==> src/rtl/cache_refill_engine.sv <==
// Miss-handling engine: optional dirty-victim write-back, beat-wise line refill, single-pulse data-memory write.
// Handshakes: req accepted when req_valid & req_ready; a memory beat transfers when mem_req_valid & mem_req_ready, with request fields held until then.
module cache_refill_engine #(
  parameter int AINDEX_WIDTH    = 3,
  parameter int CH_NUM_WIDTH    = 2,
  parameter int CASH_MEM_WIDTH  = 128,
  parameter int BEAT_W          = 2,
  parameter int LINE_ADDR_WIDTH = 30
) (
  input  logic                              clk,
  input  logic                              nReset,
  input  logic                              req_valid,
  output logic                              req_ready,
  input  logic [AINDEX_WIDTH-1:0]           req_index,
  input  logic [CH_NUM_WIDTH-1:0]           req_chan,
  input  logic [LINE_ADDR_WIDTH-1:0]        req_line_addr,
  input  logic                              req_dirty,
  input  logic [LINE_ADDR_WIDTH-1:0]        req_victim_addr,
  output logic                              done,
  output logic [AINDEX_WIDTH-1:0]           dm_index,
  output logic [CH_NUM_WIDTH-1:0]           dm_chan,
  output logic                              dm_wr,
  output logic [CASH_MEM_WIDTH-1:0]         dm_data_in,
  input  logic [CASH_MEM_WIDTH-1:0]         dm_data_out,
  output logic                              mem_req_valid,
  input  logic                              mem_req_ready,
  output logic                              mem_req_we,
  output logic [LINE_ADDR_WIDTH+BEAT_W-1:0] mem_addr,
  output logic [(CASH_MEM_WIDTH>>BEAT_W)-1:0] mem_wdata,
  input  logic                              mem_rvalid,
  input  logic [(CASH_MEM_WIDTH>>BEAT_W)-1:0] mem_rdata,
  output logic [2:0]                        dbg_state_o
);
  localparam int BUS_WIDTH = CASH_MEM_WIDTH >> BEAT_W;
  localparam int BEATS     = 1 << BEAT_W;
  localparam logic [BEAT_W-1:0] LAST_BEAT = BEAT_W'(BEATS - 1);

  typedef enum logic [2:0] {
    IDLE    = 3'd0,
    WB_CAP  = 3'd1,
    WB_SEND = 3'd2,
    RD_REQ  = 3'd3,
    RD_WAIT = 3'd4,
    FILL    = 3'd5
  } state_t;

  state_t                      state_q, state_d;
  logic [BEAT_W-1:0]           beat_q, beat_d;
  logic [AINDEX_WIDTH-1:0]     index_q, index_d;
  logic [CH_NUM_WIDTH-1:0]     chan_q, chan_d;
  logic [LINE_ADDR_WIDTH-1:0]  line_addr_q, line_addr_d;
  logic [LINE_ADDR_WIDTH-1:0]  victim_addr_q, victim_addr_d;
  logic [CASH_MEM_WIDTH-1:0]   line_buf_q, line_buf_d;
  logic [CASH_MEM_WIDTH-1:0]   victim_buf_q, victim_buf_d;
  logic                        done_q, done_d;
  logic                        dm_wr_q, dm_wr_d;
  logic [CASH_MEM_WIDTH-1:0]   dm_data_in_q, dm_data_in_d;
  logic                        mem_req_valid_q, mem_req_valid_d;
  logic                        mem_req_we_q, mem_req_we_d;
  logic [LINE_ADDR_WIDTH+BEAT_W-1:0] mem_addr_q, mem_addr_d;
  logic [BUS_WIDTH-1:0]        mem_wdata_q, mem_wdata_d;

  always_ff @(posedge clk or negedge nReset) begin
    if (!nReset) begin
      state_q         <= IDLE;
      beat_q          <= '0;
      index_q         <= '0;
      chan_q          <= '0;
      line_addr_q     <= '0;
      victim_addr_q   <= '0;
      line_buf_q      <= '0;
      victim_buf_q    <= '0;
      done_q          <= 1'b0;
      dm_wr_q         <= 1'b0;
      dm_data_in_q    <= '0;
      mem_req_valid_q <= 1'b0;
      mem_req_we_q    <= 1'b0;
      mem_addr_q      <= '0;
      mem_wdata_q     <= '0;
    end else begin
      state_q         <= state_d;
      beat_q          <= beat_d;
      index_q         <= index_d;
      chan_q          <= chan_d;
      line_addr_q     <= line_addr_d;
      victim_addr_q   <= victim_addr_d;
      line_buf_q      <= line_buf_d;
      victim_buf_q    <= victim_buf_d;
      done_q          <= done_d;
      dm_wr_q         <= dm_wr_d;
      dm_data_in_q    <= dm_data_in_d;
      mem_req_valid_q <= mem_req_valid_d;
      mem_req_we_q    <= mem_req_we_d;
      mem_addr_q      <= mem_addr_d;
      mem_wdata_q     <= mem_wdata_d;
    end
  end

  always_comb begin
    state_d       = state_q;
    beat_d        = beat_q;
    index_d       = index_q;
    chan_d        = chan_q;
    line_addr_d   = line_addr_q;
    victim_addr_d = victim_addr_q;
    line_buf_d    = line_buf_q;
    victim_buf_d  = victim_buf_q;
    case (state_q)
      IDLE: begin
        if (req_valid) begin
          index_d       = req_index;
          chan_d        = req_chan;
          line_addr_d   = req_line_addr;
          victim_addr_d = req_victim_addr;
          beat_d        = '0;
          state_d       = req_dirty ? WB_CAP : RD_REQ;
        end
      end
      WB_CAP: begin
        victim_buf_d = dm_data_out;
        state_d      = WB_SEND;
      end
      WB_SEND: begin
        if (mem_req_ready) begin
          beat_d = beat_q + 1'b1;
          if (beat_q == LAST_BEAT) state_d = RD_REQ;
        end
      end
      RD_REQ: begin
        if (mem_req_ready) state_d = RD_WAIT;
      end
      RD_WAIT: begin
        if (mem_rvalid) begin
          line_buf_d[beat_q*BUS_WIDTH +: BUS_WIDTH] = mem_rdata;
          beat_d  = beat_q + 1'b1;
          state_d = (beat_q == LAST_BEAT) ? FILL : RD_REQ;
        end
      end
      FILL:    state_d = IDLE;
      default: state_d = IDLE;
    endcase

    // Outputs are registered, so they are derived from the state being entered.
    mem_req_valid_d = (state_d == WB_SEND) || (state_d == RD_REQ);
    mem_req_we_d    = (state_d == WB_SEND);
    mem_addr_d      = mem_addr_q;
    mem_wdata_d     = mem_wdata_q;
    if (state_d == WB_SEND) begin
      mem_addr_d  = {victim_addr_d, beat_d};
      mem_wdata_d = victim_buf_d[beat_d*BUS_WIDTH +: BUS_WIDTH];
    end else if (state_d == RD_REQ) begin
      mem_addr_d  = {line_addr_d, beat_d};
    end
    dm_wr_d      = (state_d == FILL);
    done_d       = (state_d == FILL);
    dm_data_in_d = (state_d == FILL) ? line_buf_d : dm_data_in_q;
  end

  assign req_ready     = (state_q == IDLE);
  assign done          = done_q;
  assign dm_index      = index_q;
  assign dm_chan       = chan_q;
  assign dm_wr         = dm_wr_q;
  assign dm_data_in    = dm_data_in_q;
  assign mem_req_valid = mem_req_valid_q;
  assign mem_req_we    = mem_req_we_q;
  assign mem_addr      = mem_addr_q;
  assign mem_wdata     = mem_wdata_q;
  assign dbg_state_o   = state_q;
endmodule
==> config.mk <==
export PLATFORM = sky130hd
export DESIGN_NAME = cache_refill_engine
export DESIGN_NICKNAME = d
export VERILOG_FILES = /design/src/rtl/cache_refill_engine.sv
export SDC_FILE = /design/constraint.sdc
export NUM_CORES = 1
export LEC_CHECK = 0
export ABC_AREA = 0
export BUFFER_PORTS_ARGS = -buffer_cell sky130_fd_sc_hd__buf_2
export CAP_MARGIN = 20
export CORE_AREA = 4 4 212 214
export CTS_CLUSTER_DIAMETER = 100
export CTS_CLUSTER_SIZE = 16
export DETAILED_ROUTE_END_ITERATION = 8
export DIE_AREA = 0 0 216 218
export PLACE_DENSITY = 0.73
export SLEW_MARGIN = 20
export SYNTH_ARGS = -nofsm -noshare
export SYNTH_HDL_FRONTEND = slang
export SYNTH_SLANG_ARGS = --single-unit
export TNS_END_PERCENT = 5
==> constraint.sdc <==
create_clock -name clk -period 2.4 [get_ports clk]
set_clock_uncertainty 0.05 [all_clocks]
set_input_delay 0.24 -clock clk [delete_from_list [all_inputs] [get_ports clk]]
set_output_delay 0.24 -clock clk [all_outputs]
set_load 0.005 [all_outputs]
==> impl_metrics.csv <==
group,metric,value,unit
setup_path,crit_type,"flip-flop to flip-flop",
floorplanning,ioPinCount,436,
setup_path,cp-start-kind,"flip-flop",
place,gp_congestion,0.845,
setup_path,crit_family,"multiplexers",
timing,max_freq,424,MHz
detailed_routing,wl_met1,24.4,mm
detailed_routing,routed_wl,62.9,mm
synth,yosysTopAreaCellShare,61.3,%
finish,regArea,0.0130,mm^2
power,peakVddDrop,0.773,mV
synth,syn_inst,1696,
finish,area.growth.synth_to_final,31.4,%
power,p_leak,13.4,nW
finish,finalNonFillerCells,2939,
worst_hold_path,holdPathStages,3,
detailed_routing,vias_per_cell,5.51,
synth,synth_top_area_cell,"dfrtp_1",
timing,hold_violations,0,
detailed_routing,postRouteAntennaNets,0,
finish,final_common_cell,"dfrtp_1",
clock_tree,path_clk_slew,80,ps
setup_path,crit_buf_inv,2,
global_route,grtUsageTotal,26.5,%
clock_tree,htree_levels,2,
floorplanning,core-area,0.0429,mm^2
global_route,grt_pass1_wl,99.0,mm
setup_path,max_stage_delay,440,ps
finish,layout_common_cells,"dfrtp_1, buf_2, mux2_2, nand2_1, dlygate4sd3_1",
run,maxCapViolations,0,
detailed_routing,firstDrtPassIters,5,
power,power,0.0308,W
detailed_routing,drc_errors,0,
timing,holdWs,41.4,ps
setup_path,crit_chain,"nor3b_4 > buf_12 > buf_16 > mux2_4 > o31ai_1 > o32ai_1 > mux2_2",
power,p_per_area,1100,mW/mm^2
floorplanning,start_util,49.6,%
timing,fin_crit_sh,98.3,%
detailed_routing,wl_per_cell,21.4,um
setup_path,cp_data_required_time,2800,ps
synth,async_reset_ff_share,100,%
setup_path,path_max_fanout,30,
clock_tree,cts_made_buffers,38,
synth,syn_area_per_cell,12.5,um^2
synth,yosysUniqueCellTypes,37,
floorplanning,dieHeight,218,um
global_route,grt_max_degree,84,
finish,multiInputGateArea,0.00770,mm^2
place,dp_hpwl,38.3,mm
synth,synth_ff_type,"dfrtp_1",
synth,synth_edf_count,0,
clock_tree,clock_path_buffers,3,
setup_path,worst-path-stages,7,
timing,drv_slew,0,
clock_tree,clk_latency,550,ps
synth,ys_seq_elements,521,
synth,syn_area,0.0213,mm^2
timing,fin_setup_tns,0,ps
global_route,grt-ovfl-total,0,
setup_path,endpoint_kind,"flip-flop",
worst_hold_path,hp-class,"primary input to flip-flop",
detailed_routing,drt_iter0_drc,1184,
place,place_inst,2662,
clock_tree,clock_sinks,521,
floorplanning,chipWidth,216,um
detailed_routing,met3_length,4.06,mm
finish,num-fill-cells,3051,
setup_path,worstPathArrival,2750,ps
timing,layout_min_cycle_time,2360,ps
global_route,antenna_found_initial,9,
detailed_routing,vias,16200,
place,port_buffers,435,
clock_tree,cts_tree,"yes",
synth,yosysWarnings,0,
detailed_routing,met2_length,31.3,mm
setup_path,cp_slowest_cell,"dfrtp_1",
detailed_routing,highest-signal-layer,"met5",
timing,tightest_slew,554,ps
global_route,grt_pass1_vias,17500,
setup_path,rr_worst_depth,7,
synth,synth_seq_area_share,61.3,%
synth,ys_top_cells_by_area,"dfrtp_1, mux2_2, nand2_1",
floorplanning,dieArea,0.0471,mm^2
timing,setup_viol,0,
timing,relSlewSlack,63.1,%
status,outcome,"completed",
finish,nets,2583,
finish,layout-drive-gt1-share,39.4,%
synth,syn-num-nets,1933,
clock_tree,clockRootBuffer,"clkbuf_16",
floorplanning,fp-row-count,76,
[through the flow]
step,worst slack (ps),utilization [%],area (um^2)
2_1_floorplan,240,-,21300
3_3_place_gp,174,57.3,24600
3_5_place_dp,98.7,57.3,24600
4_1_cts,30.5,65.0,27900
5_1_grt,-0.516,65.2,28000
6_report,41.6,65.2,28000
[flip-flops by register name, indices dropped and copies added (netlist names)]
register	count
dm_chan	2
mem_addr	32
mem_req_valid	1
victim_buf_q	128
dm_wr	1
mem_req_we	1
line_addr_q	30
victim_addr_q	30
beat_q	2
dm_index	3
line_buf_q	128
mem_wdata	32
dm_data_in	128
dbg_state_o	3
[worst min-delay path: stages]
cell,delay (ps)
buf_2,160
nand2b_1,80
a22o_1,130
[report_power, final]
part | total, W | switching, W | internal [W]
combinational | 0.0126 | 0.00666 | 0.00591
clock | 0.00599 | 0.00297 | 0.00302
sequential | 0.0123 | 0.000976 | 0.0113
total | 0.0308 | 0.0106 | 0.0202
[Yosys cell counts, types with 30 or more instances]
cell / instances
mux2i_1: 31
nor3_1: 35
mux2_2: 342
o21ai_0: 156
dfrtp_1: 521
clkbuf_1: 67
buf_2: 30
nand2_1: 298
o32ai_1: 32
o31ai_1: 32
a21oi_1: 68
[worst paths after layout]
kind / from / to / slack [ps]
worst min register to register: mem_addr[29] / mem_addr[29] / 430
worst max register to register: dbg_state_o[1] / mem_wdata[7] / 40
min in group asynchronous: nReset / dm_wr / 190
worst min-delay path: mem_rvalid / dbg_state_o[2] / 40
worst max-delay path: dbg_state_o[1] / mem_wdata[7] / 40
max in group asynchronous: nReset / victim_addr_q[2] / 1240
[metal layers]
metal | GRT usage [%] | up-vias
met5 | 0 | -
met2 | 44.8 | 654
met1 | 32.4 | 8116
met4 | 12.5 | 6
li1 | - | 7200
met3 | 5.98 | 206
[repair_timing]
action                     in CTS  in global routing
hold buffers                  227                  0
buffers inserted                0                  1
setup endpoints to repair       0                136
resized for setup               0                  4
hold endpoints to repair      367                  0
[layout make-up]
class / instances / share of cell area [%]
clock inverter: 1 / 0.0313
timing repair buffer: 734 / 19.4
antenna: 6 / 0.0537
multi-input combinational: 1044 / 27.5
sequential: 521 / 46.6
inverter: 7 / 0.0939
clock buffer: 41 / 3.67
tap: 585 / 2.62
[logic make-up after synthesis]
family | share of synthesized area [%]
compound gates | 8.26
fa+ha+maj | 0.353
buf+inv | 3.02
flops | 61.3
mux | 20.5
simple gates | 6.65
(Power assumes the default switching activity.)
